==> src/rtl/linx_loader_pkg.sv <==
// Shared FSM state encoding and protocol byte values for the UART boot loader.
package linx_loader_pkg;

    typedef enum logic [2:0] {
        IDLE  = 3'd0,
        CMD   = 3'd1,
        ADDR  = 3'd2,
        LEN   = 3'd3,
        DATA  = 3'd4,
        CKSUM = 3'd5
    } state_t;

    localparam logic [7:0] SYNC_BYTE = 8'hA5;
    localparam logic [7:0] CMD_WRITE = 8'h01;
    localparam logic [7:0] CMD_RUN   = 8'h02;
    localparam logic [7:0] CMD_HALT  = 8'h03;
    localparam logic [7:0] ACK_OK    = 8'h4B;
    localparam logic [7:0] ACK_ERR   = 8'h45;

endpackage

==> src/rtl/linx_loader_wordpack.sv <==
// Byte-lane accumulator: gathers bytes into a 64-bit word and emits it with strobes on flush.
// Output write appears one cycle after the flushing byte; no backpressure, clear discards a partial word.
module linx_loader_wordpack
    import linx_loader_pkg::*;
(
    input  logic        clk,
    input  logic        rst,
    input  logic        i_byte_vld,
    input  logic [2:0]  i_lane,
    input  logic [7:0]  i_byte,
    input  logic        i_flush,
    input  logic        i_clear,
    output logic        o_wvalid,
    output logic [63:0] o_wdata,
    output logic [7:0]  o_wstrb
);

    logic [63:0] r_acc;
    logic [7:0]  r_strb;
    logic        r_wvalid;
    logic [63:0] r_wdata;
    logic [7:0]  r_wstrb;
    logic [63:0] w_acc_nxt;
    logic [7:0]  w_strb_nxt;

    always_comb begin
        w_acc_nxt  = r_acc;
        w_strb_nxt = r_strb;
        if (i_byte_vld) begin
            w_acc_nxt[{i_lane, 3'b000} +: 8] = i_byte;
            w_strb_nxt[i_lane]               = 1'b1;
        end
    end

    always_ff @(posedge clk) begin
        if (rst) begin
            r_acc    <= '0;
            r_strb   <= '0;
            r_wvalid <= 1'b0;
            r_wdata  <= '0;
            r_wstrb  <= '0;
        end else begin
            r_wvalid <= 1'b0;
            if (i_clear) begin
                r_acc  <= '0;
                r_strb <= '0;
            end else if (i_byte_vld && i_flush) begin
                // Unwritten lanes stay zero because the accumulator restarts empty.
                r_wvalid <= 1'b1;
                r_wdata  <= w_acc_nxt;
                r_wstrb  <= w_strb_nxt;
                r_acc    <= '0;
                r_strb   <= '0;
            end else begin
                r_acc  <= w_acc_nxt;
                r_strb <= w_strb_nxt;
            end
        end
    end

    assign o_wvalid = r_wvalid;
    assign o_wdata  = r_wdata;
    assign o_wstrb  = r_wstrb;

endmodule

==> src/rtl/linx_uart_loader.sv <==
// UART framed-command boot loader: WRITE bursts to host_w*, RUN/HALT drive core_hold, one ack per command.
// Optional trailing-checksum support is enabled by defining LINX_LOADER_CKSUM_EN.
module linx_uart_loader
    import linx_loader_pkg::*;
#(
    parameter int TIMEOUT_CYCLES = 12_500_000,
    parameter bit HOLD_ON_RESET  = 1'b1
) (
    input  logic        clk,
    input  logic        rst,
    input  logic        rx_valid,
    input  logic [7:0]  rx_data,
    output logic        host_wvalid,
    output logic [63:0] host_waddr,
    output logic [63:0] host_wdata,
    output logic [7:0]  host_wstrb,
    output logic        core_hold,
    output logic        busy,
    output logic        err,
    output logic        ack_valid,
    output logic [7:0]  ack_data
);

    localparam int TW = $clog2(TIMEOUT_CYCLES + 1);

    state_t        r_state;
    logic [31:0]   r_addr;
    logic [15:0]   r_len;
    logic [1:0]    r_cnt;
    logic          r_hold;
    logic          r_err;
    logic          r_ack_vld;
    logic [7:0]    r_ack_dat;
    logic [63:0]   r_waddr;
    logic [TW-1:0] r_tmo;
`ifdef LINX_LOADER_CKSUM_EN
    logic [7:0]    r_cksum;
`endif

    logic          w_tmo;
    logic          w_rx;
    logic          w_data_byte;
    logic          w_last;
    logic          w_flush;
    logic [15:0]   w_len_full;

    // A timeout wins over a byte arriving in the same cycle; that byte is dropped.
    assign w_tmo       = (r_state != IDLE) && (r_tmo == TW'(TIMEOUT_CYCLES));
    assign w_rx        = rx_valid && !w_tmo;
    assign w_data_byte = w_rx && (r_state == DATA);
    assign w_last      = (r_len == 16'd1);
    assign w_flush     = (r_addr[2:0] == 3'd7) || w_last;
    assign w_len_full  = {rx_data, r_len[15:8]};

    linx_loader_wordpack u_pack (
        .clk        (clk),
        .rst        (rst),
        .i_byte_vld (w_data_byte),
        .i_lane     (r_addr[2:0]),
        .i_byte     (rx_data),
        .i_flush    (w_flush),
        .i_clear    (w_tmo),
        .o_wvalid   (host_wvalid),
        .o_wdata    (host_wdata),
        .o_wstrb    (host_wstrb)
    );

    always_ff @(posedge clk) begin
        if (rst) begin
            r_state   <= IDLE;
            r_addr    <= '0;
            r_len     <= '0;
            r_cnt     <= '0;
            r_hold    <= HOLD_ON_RESET;
            r_err     <= 1'b0;
            r_ack_vld <= 1'b0;
            r_ack_dat <= '0;
            r_waddr   <= '0;
            r_tmo     <= '0;
`ifdef LINX_LOADER_CKSUM_EN
            r_cksum   <= '0;
`endif
        end else begin
            r_ack_vld <= 1'b0;
            if (rx_valid || (r_state == IDLE))
                r_tmo <= '0;
            else if (!w_tmo)
                r_tmo <= r_tmo + TW'(1);

            if (w_tmo) begin
                r_state   <= IDLE;
                r_ack_vld <= 1'b1;
                r_ack_dat <= ACK_ERR;
                r_err     <= 1'b1;
            end else if (w_rx) begin
                case (r_state)
                    IDLE: begin
                        if (rx_data == SYNC_BYTE)
                            r_state <= CMD;
                    end
                    CMD: begin
                        r_state <= IDLE;
                        case (rx_data)
                            CMD_WRITE: begin
                                if (r_hold) begin
                                    r_state <= ADDR;
                                    r_cnt   <= '0;
`ifdef LINX_LOADER_CKSUM_EN
                                    r_cksum <= '0;
`endif
                                end else begin
                                    r_ack_vld <= 1'b1;
                                    r_ack_dat <= ACK_ERR;
                                    r_err     <= 1'b1;
                                end
                            end
                            CMD_RUN: begin
                                r_ack_vld <= 1'b1;
`ifdef LINX_LOADER_CKSUM_EN
                                if (r_err) begin
                                    r_ack_dat <= ACK_ERR;
                                end else begin
                                    r_hold    <= 1'b0;
                                    r_ack_dat <= ACK_OK;
                                end
`else
                                r_hold    <= 1'b0;
                                r_ack_dat <= ACK_OK;
`endif
                            end
                            CMD_HALT: begin
                                r_hold    <= 1'b1;
                                r_ack_vld <= 1'b1;
                                r_ack_dat <= ACK_OK;
                            end
                            default: begin
                                r_ack_vld <= 1'b1;
                                r_ack_dat <= ACK_ERR;
                                r_err     <= 1'b1;
                            end
                        endcase
                    end
                    ADDR: begin
                        r_addr <= {rx_data, r_addr[31:8]};
                        r_cnt  <= r_cnt + 2'd1;
                        if (r_cnt == 2'd3)
                            r_state <= LEN;
                    end
                    LEN: begin
                        r_len <= w_len_full;
                        r_cnt <= r_cnt + 2'd1;
                        if (r_cnt == 2'd1) begin
                            r_cnt <= '0;
                            if (w_len_full != 16'd0) begin
                                r_state <= DATA;
                            end else begin
`ifdef LINX_LOADER_CKSUM_EN
                                r_state   <= CKSUM;
`else
                                r_state   <= IDLE;
                                r_ack_vld <= 1'b1;
                                r_ack_dat <= ACK_OK;
`endif
                            end
                        end
                    end
                    DATA: begin
                        r_addr <= r_addr + 32'd1;
                        r_len  <= r_len - 16'd1;
`ifdef LINX_LOADER_CKSUM_EN
                        r_cksum <= r_cksum ^ rx_data;
`endif
                        if (w_flush)
                            r_waddr <= {32'd0, r_addr[31:3], 3'b000};
                        if (w_last) begin
`ifdef LINX_LOADER_CKSUM_EN
                            r_state   <= CKSUM;
`else
                            r_state   <= IDLE;
                            r_ack_vld <= 1'b1;
                            r_ack_dat <= ACK_OK;
`endif
                        end
                    end
`ifdef LINX_LOADER_CKSUM_EN
                    CKSUM: begin
                        r_state   <= IDLE;
                        r_ack_vld <= 1'b1;
                        if (rx_data == r_cksum) begin
                            r_ack_dat <= ACK_OK;
                        end else begin
                            r_ack_dat <= ACK_ERR;
                            r_err     <= 1'b1;
                        end
                    end
`endif
                    default: r_state <= IDLE;
                endcase
            end
        end
    end

    assign host_waddr = r_waddr;
    assign core_hold  = r_hold;
    assign busy       = (r_state != IDLE);
    assign err        = r_err;
    assign ack_valid  = r_ack_vld;
    assign ack_data   = r_ack_dat;

endmodule
==> config.mk <==
export PLATFORM = sky130hd
export DESIGN_NAME = linx_uart_loader
export DESIGN_NICKNAME = d
export VERILOG_FILES = /design/src/rtl/linx_loader_pkg.sv /design/src/rtl/linx_loader_wordpack.sv /design/src/rtl/linx_uart_loader.sv
export SDC_FILE = /design/constraint.sdc
export NUM_CORES = 1
export LEC_CHECK = 0
export ABC_AREA = 1
export CAP_MARGIN = 20
export CORE_AREA = 10 10 158 175
export CTS_BUF_LIST = sky130_fd_sc_hd__clkbuf_16
export CTS_CLUSTER_SIZE = 28
export DETAILED_ROUTE_END_ITERATION = 7
export DIE_AREA = 0 0 168 185
export PLACE_DENSITY = 0.76
export SLEW_MARGIN = 15
export SYNTH_ARGS = -nofsm -noshare
export SYNTH_HDL_FRONTEND = slang
export SYNTH_SLANG_ARGS = --single-unit
==> constraint.sdc <==
create_clock -name clk -period 2.5 [get_ports clk]
set_clock_uncertainty 0.05 [all_clocks]
set_input_delay 0.5 -clock clk [delete_from_list [all_inputs] [get_ports clk]]
set_output_delay 0.5 -clock clk [all_outputs]
set_load 0.02 [all_outputs]
* After elaboration in Yosys (flattened, before gate mapping)
Index checks and enable logic that the tools add are counted.
Word-level totals: word-level logic and storage cells 129, output and inout bits 149, bits in registers 262, bits of input ports 11
Operators by class: magnitude comparators 2, equality and inequality tests 27, add/subtract/negate cells 5, muxes and demuxes 42, reductions and logical operators 33, bitwise logic cells 2, shifts and indexed selects 2
Operator list (number):
- 64-bit bitwise mux | 1
- 64-bit 2-to-1 mux | 1
- 32-bit case mux with 2 select lines | 1
- 8-bit by 8-bit variable shift with 64-bit output (first input constant) | 1
- 8-bit by 8-bit variable part select with 64-bit output | 1
- 8-bit 2-to-1 mux | 5
- 32-bit by 1-bit adder with 32-bit output (second input constant) | 1
- 16-bit case mux with 2 select lines | 1
- 24-bit by 1-bit adder with 24-bit output (second input constant) | 1
- 24-bit == test (second input constant) | 1
- 8-bit case mux with 3 select lines | 1
- 16-bit by 1-bit == test with 1-bit output (second input constant) | 1
- 8-bit by 2-bit == test with 1-bit output (second input constant) | 2
- 8-bit case mux with 2 select lines | 1
- 16-bit nonzero test | 1
- 16-bit by 1-bit subtractor with 16-bit output (second input constant) | 1
- 3-bit 2-to-1 mux | 5
- 3-bit != test (second input constant) | 5
- 3-bit case mux with 5 select lines | 1
- 7-bit 2-to-1 mux | 2
- 1-bit 2-to-1 mux | 13
- 2-bit != test (second input constant) | 6
- 4-bit AND reduction | 3
- 6-bit AND reduction | 2
- 32 further kinds | 55

* Logic depth before layout (Yosys ltp)
Gate-level depths: netlist of run 1.
word-level depth 7, mapped depth 14, depth with buffers taken out 13

* Hierarchy
From an unflattened synthesis of run 1, not the netlist that was laid out.
Second synthesis, totals: cell total of the unflattened synthesis 1970, area total of the unflattened synthesis 12963.7 um^2
By module, submodules not included:
- linx_uart_loader | instances 1, sequential area each 2242.2 um^2, area an instance 7134.3 um^2, cells each 1173
- linx_loader_wordpack | instances 1, sequential area each 2902.8 um^2, area an instance 5829.3 um^2, cells each 797

* Least setup slack after synthesis of run 1
No wires, ideal clock.
path type register -> register, start point register r_addr[0], end point register u_pack.r_wdata[10], in the netlist u_pack.o_wdata[10], cell stages (with the launch flop) 12, data arrival time 1.989 ns, clock period less this slack 2.103 ns, data required time 2.386 ns, setup time 0.064 ns, buffers on the path 2, setup slack 0.397 ns, cell sequence dfxtp_1 > inv_1 > ha_1 > ha_1 > buf_2 > clkinv_1 > clkbuf_1 > o31ai_1 > nand2_1 > nand2_1 > nor2_1 > nor2_1
On the way: cells in the longest elaborated chain, start to end 4, elaborated cells between the ends (all ways) 9, classes of those cells add/sub: 1; eq/ne: 1; shift: 2; mux: 2; reduce/logical: 3
RTL lines:
- from (decl) | RTL line linx_uart_loader.sv:27 | logic [31:0] r_addr;
- from (signal assigned) | RTL line linx_uart_loader.sv:144 | r_addr <= {rx_data, r_addr[31:8]};
- from (signal assigned) | RTL line linx_uart_loader.sv:168 | r_addr <= r_addr + 32'd1;
- 6-bit negation with 8-bit output or 3-bit == test (tied branches) | RTL line linx_loader_wordpack.sv:30, linx_uart_loader.sv:52
- 8-bit by 8-bit variable part select with 64-bit output (tied with other cells) | RTL line linx_loader_wordpack.sv:30 | w_acc_nxt[{i_lane, 3'b000} +: 8] = i_byte;
- 64-bit bitwise mux or 1-bit logical AND (tied branches) | RTL line linx_loader_wordpack.sv:30, linx_loader_wordpack.sv:47
- 64-bit 2-to-1 mux or 2-bit AND reduction (tied branches)
- to (signal assigned) | RTL line linx_loader_wordpack.sv:50 | r_wdata <= w_acc_nxt;
- to (decl) | RTL line linx_loader_wordpack.sv:21 | logic [63:0] r_wdata;
Parallel ways exist; a longest one is shown, timed or not. A chain may end at the register's enable or synchronous reset.

* Final worst setup path of run 1
start point register r_state[2], end point output port busy
On the way: cells in the longest elaborated chain, start to end 1
RTL lines:
- from (decl) | RTL line linx_uart_loader.sv:26 | state_t r_state;
- from (signal assigned) | RTL line linx_uart_loader.sv:70 | r_state <= IDLE;
- from (signal assigned) | RTL line linx_uart_loader.sv:91 | r_state <= IDLE;
- from (signal assigned) | RTL line linx_uart_loader.sv:99 | r_state <= CMD;
- 3-bit nonzero test | RTL line linx_uart_loader.sv:205 | assign busy = (r_state != IDLE);
- to (decl) | RTL line linx_uart_loader.sv:18 | output logic busy,
No other way between the ends.

==> flow_summary.json, run 1 <==
{
  "die_area_mm2": 0.0311,
  "yosysWarnings": 0,
  "die_h_um": 185,
  "critPathCaptureType": "primary output",
  "cts_sinks": 257,
  "yosys.cell_count.top_type": "nand2_1",
  "num-fill-cells": 2277,
  "grt_pass1_wl_um": 60100,
  "grt_pass1_vias": 12088,
  "synth-edff-count": 0,
  "synth_commonest_cells": "514 x nand2_1, 320 x nor2_1, 257 x dfxtp_1",
  "seq_area_mm2": 0.00514,
  "ys_ff_latch": 257,
  "cts_buffer_depth": 3,
  "dr.pass1.iters": 7,
  "power_density_mw_per_mm2": 670,
  "reg2regPathDepth": 10,
  "drt_iter0_drc": 1069,
  "hold_class": "flop to flop",
  "critPathMaxFanout": 5,
  "yosys-top-cells-area": "dfxtp_1 40%, nand2_1 15%, nor2_1 9.2%, o21ai_0 6.8%, a21oi_1 5.1%",
  "report.final.setup_viol": 0,
  "synth_top_area_share_pct": 39.6,
  "clk-insertion-delay-late_ps": 540,
  "postSynthCellCount": 2007,
  "portBuffers": 121,
  "synth_top_area_cell": "dfxtp_1",
  "async_flop_share_pct": 0,
  "antenna_found_initial": 0,
  "seq_area_frac_synth_pct": 39.6,
  "start_util_pct": 54.0,
  "syn_area_per_cell_um2": 6.48,
  "status": "finished, final reports clean",
  "rsz0062_at_grt": "yes",
  "max_cap_violations": 0,
  "globalplace.congestion": 0.927,
  "crit_required_ps": 1950,
  "relSlewSlack_pct": 32.3,
  "grt_max_degree": 112,
  "leakage_nw": 6.54,
  "cts_max_level": 1,
  "vias_per_cell": 5.32,
  "whs_path_depth": 2,
  "cp-start-kind": "flop",
  "ios": 160,
  "total_power_mw": 10.3,
  "multi_input_area_mm2": 0.00655,
  "nets": 2126,
  "ys.flop_type": "dfxtp_1",
  "worst_pin_slew_ps": 1020,
  "die_w_um": 168,
  "cts_root_buf": "clkbuf_16",
  "hold_viol": 0,
  "syn-cell-area_mm2": 0.0130,
  "gr-total-overflow": 0,
  "rows": 60,
  "via_count": 12960,
  "cts_buffers": 27,
  "yosysUniqueCellTypes": 38,
  "min_period_ps": 2390,
  "ir_worst_vdd_v": 0.000509,
  "ctsHoldBuffers": 0,
  "cts_tree": "built",
  "final_util_pct": 63.5,
  "crit_type": "flop to primary output",
  "fin_crit_sh_pct": 95.4,
  "dp_hpwl_um": 25900,
  "cts.clk_slew.worst_paths_ps": 60,
  "core_area_mm2": 0.0241,
  "drc": 0,
  "fmax_ghz": 0.419,
  "drive_above_1_share_pct": 5.74,
  "timing.final.max_slew_violations": 0,
  "arrival_ps": 1840,
  "area_growth_pct": 17.8,
  "gr-usage-all-layers_pct": 22.7,
  "ant_nets": 0,
  "wire_per_inst_um": 15.3,
  "finalWirelength_um": 37300
}
## sequential cells by signal, summed over array words and instances (netlist names)
register,count
err,1
u_pack.o_wstrb,8
r_cnt,2
host_waddr,29
r_state,3
u_pack.o_wdata,64
u_pack.r_acc,64
u_pack.o_wvalid,1
ack_data,3
u_pack.r_strb,8
ack_valid,1
r_tmo,24
core_hold,1
r_len,16
r_addr,32
## what timing repair did
item | in CTS | in global routing
gates resized for setup | 0 | 7
setup endpoints to repair | 0 | 72
buffers inserted | 0 | 1
endpoints found under the hold margin | 0 | 0
## cell type report
| cell class | instances | area share [%] |
|---|---|---|
| repair buffers | 170 | 10.8 |
| well taps | 310 | 2.53 |
| multi-input cells | 1464 | 42.8 |
| inverters | 184 | 4.56 |
| clock inverters | 23 | 1.28 |
| clock buffers | 27 | 4.41 |
| diodes | 1 | 0.0163 |
| flip-flops and latches | 257 | 33.6 |
## worst max-delay path: stages, from the launching register on
cell and delay, ps:
dfxtp_1 400, inv_1 90, nand2_1 90, buf_4 110, clkdlybuf4s50_1 600
## where the power goes
part	total [mW]	leakage, nW	internal, mW	switching [mW]
Sequential	4.43	2.07	4.24	0.183
Combinational	1.88	4.04	0.621	1.25
Clock	3.95	0.427	2.28	1.68
## layer usage
| metal | GRT usage (%) | wire length (µm) | vias up |
|---|---|---|---|
| met5 | 0 | 0 | - |
| met4 | 8.01 | 955 | 0 |
| met3 | 4.39 | 2620 | 65 |
| met2 | 39.7 | 18200 | 441 |
| met1 | 27.0 | 15500 | 5907 |
| li1 | - | - | 6547 |
## final timing paths
check                                               from                              end  slack, ps
worst max-delay path             r_state[2]$_SDFFE_PP0P_                             busy        110
worst min-delay path            ack_data[2]$_SDFFE_PP0P_         ack_data[2]$_SDFFE_PP0P_        420
worst max register to register    r_addr[1]$_SDFFE_PP0P_  u_pack.o_wdata[28]$_SDFFE_PP0P_        130
worst min register to register  ack_data[2]$_SDFFE_PP0P_         ack_data[2]$_SDFFE_PP0P_        420
## cells in the final DEF, fill, tap and decap left out, types with 4 or more instances in the layout
cell / instances
nand2_1: 511
nor2_1: 319
dfxtp_1: 257
inv_1: 180
o21ai_0: 177
a21oi_1: 132
nand3_1: 129
clkdlybuf4s50_1: 120
buf_4: 42
conb_1: 38
nor3_1: 29
clkbuf_16: 27
o21ai_1: 26
nand4_1: 23
o31ai_1: 18
ha_1: 11
o21bai_1: 8
clkinvlp_4: 8
nand2_2: 7
inv_2: 6
clkinv_1: 6
buf_12: 6
xor2_1: 5
xnor2_1: 5
nor2_2: 4
nand3b_1: 4
or2_2: 4
## stage by stage
stage | setup WS [ps] | instances | hold WS [ps] | area, µm² | setup TNS (ps)
final | 114 | 2436 | 419 | 15300 | 0
after global routing | -24.9 | 2435 | 455 | 15300 | -89.2
after CTS | 88.0 | 2433 | 364 | 15300 | 0
after detailed placement | -15.5 | 2383 | 411 | 14400 | -25.3
after global placement | 14.0 | 2383 | 408 | 14400 | 0
after floorplan | 397 | 2044 | 394 | 13100 | 0
## cell families after synthesis
group                      count (synthesis)  share of synthesized area, %
and+or+nand+nor                         1040                          32.8
AOI/OAI and AO/OA                        364                          14.6
buffers and inverters                    324                          11.3
DFF                                      257                          39.6
adders and majority gates                 11                          1.06
xor gates and xnor gates                  10                         0.674
other                                      1                        0.0288
No activity file was read; power rests on OpenSTA's default activity.
==> run 2: changes to the inputs <==
--- a/config.mk
+++ b/config.mk
@@ -7,12 +7,12 @@
 export LEC_CHECK = 0
 export ABC_AREA = 1
 export CAP_MARGIN = 20
-export CORE_AREA = 10 10 158 175
+export CORE_AREA = 10 10 165 183
 export CTS_BUF_LIST = sky130_fd_sc_hd__clkbuf_16
 export CTS_CLUSTER_SIZE = 28
 export DETAILED_ROUTE_END_ITERATION = 7
-export DIE_AREA = 0 0 168 185
-export PLACE_DENSITY = 0.76
+export DIE_AREA = 0 0 175 193
+export PLACE_DENSITY = 0.7
 export SLEW_MARGIN = 15
 export SYNTH_ARGS = -nofsm -noshare
 export SYNTH_HDL_FRONTEND = slang
==> run 2 against run 1 <==
Against the previous run: die area grew 8.7%; critical path depth shrank 1; maximum frequency grew 1.3%; clock power is essentially flat; design area grew 0.47%; sequential power is essentially flat; non-clock buffer count grew 1; global-route usage shrank 1.4 points; final cell count grew 2.0%; largest cell class unchanged; largest power group unchanged; highest routed layer unchanged.
==> flow_summary.json, run 2 (synthesized netlist as in run 1, its figures left out) <==
{
  "n_antenna_cell": 0,
  "cts_root_buf": "clkbuf_16",
  "total_power_mw": 10.2,
  "hold_viol": 0,
  "critPathCaptureType": "primary output",
  "gr-usage-all-layers_pct": 21.3,
  "grt_pass1_wl_um": 60500,
  "globalplace.congestion": 0.944,
  "core_area_mm2": 0.0265,
  "cts.clk_slew.worst_paths_ps": 60,
  "drive_above_1_share_pct": 5.55,
  "crit_type": "flop to primary output",
  "status": "finished, final reports clean",
  "rows": 63,
  "area_growth_pct": 18.3,
  "dp_hpwl_um": 25900,
  "cp-start-kind": "flop",
  "clk-insertion-delay-late_ps": 560,
  "placed_cell_area_mm2": 0.0145,
  "die_area_mm2": 0.0338,
  "start_util_pct": 49.1,
  "leakage_nw": 6.57,
  "die_w_um": 175,
  "drt_iter0_drc": 1058,
  "cts_tree": "built",
  "cts_buffer_depth": 3,
  "path_delay_family": "buffers and inverters",
  "path_buf_inv": 1,
  "ctsHoldBuffers": 0,
  "antenna_found_initial": 0,
  "arrival_ps": 1810,
  "r2r_slack_ps": 230,
  "gr-total-overflow": 0,
  "min-delay-start": "rst",
  "vias_per_cell": 5.16,
  "power_density_mw_per_mm2": 666,
  "design_area_mm2": 0.0154,
  "ir_worst_vdd_v": 0.000476,
  "final_cell_mix": "512 x nand2_1, 320 x nor2_1, 257 x dfxtp_1, 181 x inv_1, 177 x o21ai_0",
  "slowest_delay_ps": 630,
  "crit_required_ps": 1950,
  "grt_pass1_vias": 12146,
  "wire_per_inst_um": 14.9,
  "grt_max_degree": 112,
  "ant_nets": 0,
  "ios": 160,
  "pre_cts_slack_ps": -164,
  "finalWirelength_um": 37100,
  "whs_path_depth": 2,
  "final_common_cell": "nand2_1",
  "die_h_um": 193,
  "hold_class": "primary input to flop",
  "r2r_start": "r_addr[1]$_SDFFE_PP0P_",
  "cts_buffers": 28,
  "crit_chain": "nor2_1, nand2_1, clkdlybuf4s50_1",
  "reg2regPathDepth": 9,
  "portBuffers": 121,
  "rsz0062_at_grt": "no",
  "min_period_ps": 2360,
  "max_cap_violations": 0,
  "worst_pin_slew_ps": 647,
  "cts_max_level": 1,
  "hold-path-endpoint": "r_len[7]$_SDFFE_PP0P_",
  "fin_crit_sh_pct": 94.2,
  "setup_slack_ps": 144,
  "crit_path_top_delay_cell": "clkdlybuf4s50_1",
  "cts_sinks": 257,
  "timing.final.max_slew_violations": 0,
  "critPathMaxFanout": 6,
  "via_count": 12817,
  "num-fill-cells": 2659,
  "dr.pass1.iters": 5,
  "drc": 0,
  "r2r-end": "u_pack.o_wdata[63]$_SDFFE_PP0P_",
  "fmax_ghz": 0.424,
  "relSlewSlack_pct": 56.5,
  "nets": 2127,
  "report.final.setup_viol": 0
}
-- run 2: timing repair --
| action | CTS | global route |
|---|---|---|
| setup buffers | 0 | 1 |
| resized for setup | 0 | 5 |
| endpoints found under the setup margin | 0 | 48 |
-- run 2: worst max path at each step --
stage | startpoint | endpoint | slack (ps) | cells past startpoint
6_report | r_state[0]$_SDFFE_PP0P_ | busy | 140 | 3
5_1_grt | r_addr[1]$_SDFFE_PP0P_ | u_pack.o_wdata[46]$_SDFFE_PP0P_ | 4 | 9
4_1_cts | r_state[0]$_SDFFE_PP0P_ | busy | 90 | 3
3_5_place_dp | rx_data[2] | r_state[2]$_SDFFE_PP0P_ | -160 | 10
3_3_place_gp | rx_data[2] | r_state[0]$_SDFFE_PP0P_ | -100 | 10
2_1_floorplan | r_addr[0]$_SDFFE_PP0P_ | u_pack.o_wdata[10]$_SDFFE_PP0P_ | 400 | 11
-- run 2: layer usage --
layer,part of all wire (%),wire [µm],vias up,track usage [%]
met4,3.2,1180,0,8.19
li1,-,-,6549,-
met3,5.8,2150,74,3.68
met2,48,17700,358,37.1
met1,43,16100,5836,25.8
met5,0,0,-,0
-- run 2: layout make-up --
cell class / count / area [µm²] / share of cell area [%]
Multi-Input combinational cell: 1463 / 6550 / 42.5
Clock buffer: 29 / 726 / 4.72
Timing Repair Buffer: 171 / 1670 / 10.8
Inverter: 184 / 698 / 4.54
Tap cell: 357 / 447 / 2.90
Clock inverter: 23 / 154 / 1.00
Sequential cell: 257 / 5140 / 33.4
-- run 2: per-stage QoR --
stage | TNS, ps | cells | hold WS [ps] | util [%]
finish | 0 | 2484 | 350 | 58.1
global route | 0 | 2484 | 364 | 58.1
CTS | 0 | 2483 | 328 | 58.0
detailed placement | -451 | 2431 | 418 | 54.7
global placement | -288 | 2431 | 402 | 54.7
floorplan | 0 | 2044 | 394 | -
-- run 2: report_power, final --
part           leakage [nW]  switching, mW  internal (mW)  total [mW]
combinational          4.03           1.23          0.607        1.84
clock                 0.459           1.69           2.29        3.98
sequential             2.07          0.184           4.24        4.43
total                  6.57           3.10           7.14        10.2
==> run 3: changes to the inputs <==
--- a/config.mk
+++ b/config.mk
@@ -6,7 +6,7 @@
 export NUM_CORES = 1
 export LEC_CHECK = 0
 export ABC_AREA = 1
-export CAP_MARGIN = 20
+export CAP_MARGIN = 10
 export CORE_AREA = 10 10 165 183
 export CTS_BUF_LIST = sky130_fd_sc_hd__clkbuf_16
 export CTS_CLUSTER_SIZE = 28
==> results of run 3 <==
No change in the layout: final DEF, timing and power equal those of run 2.
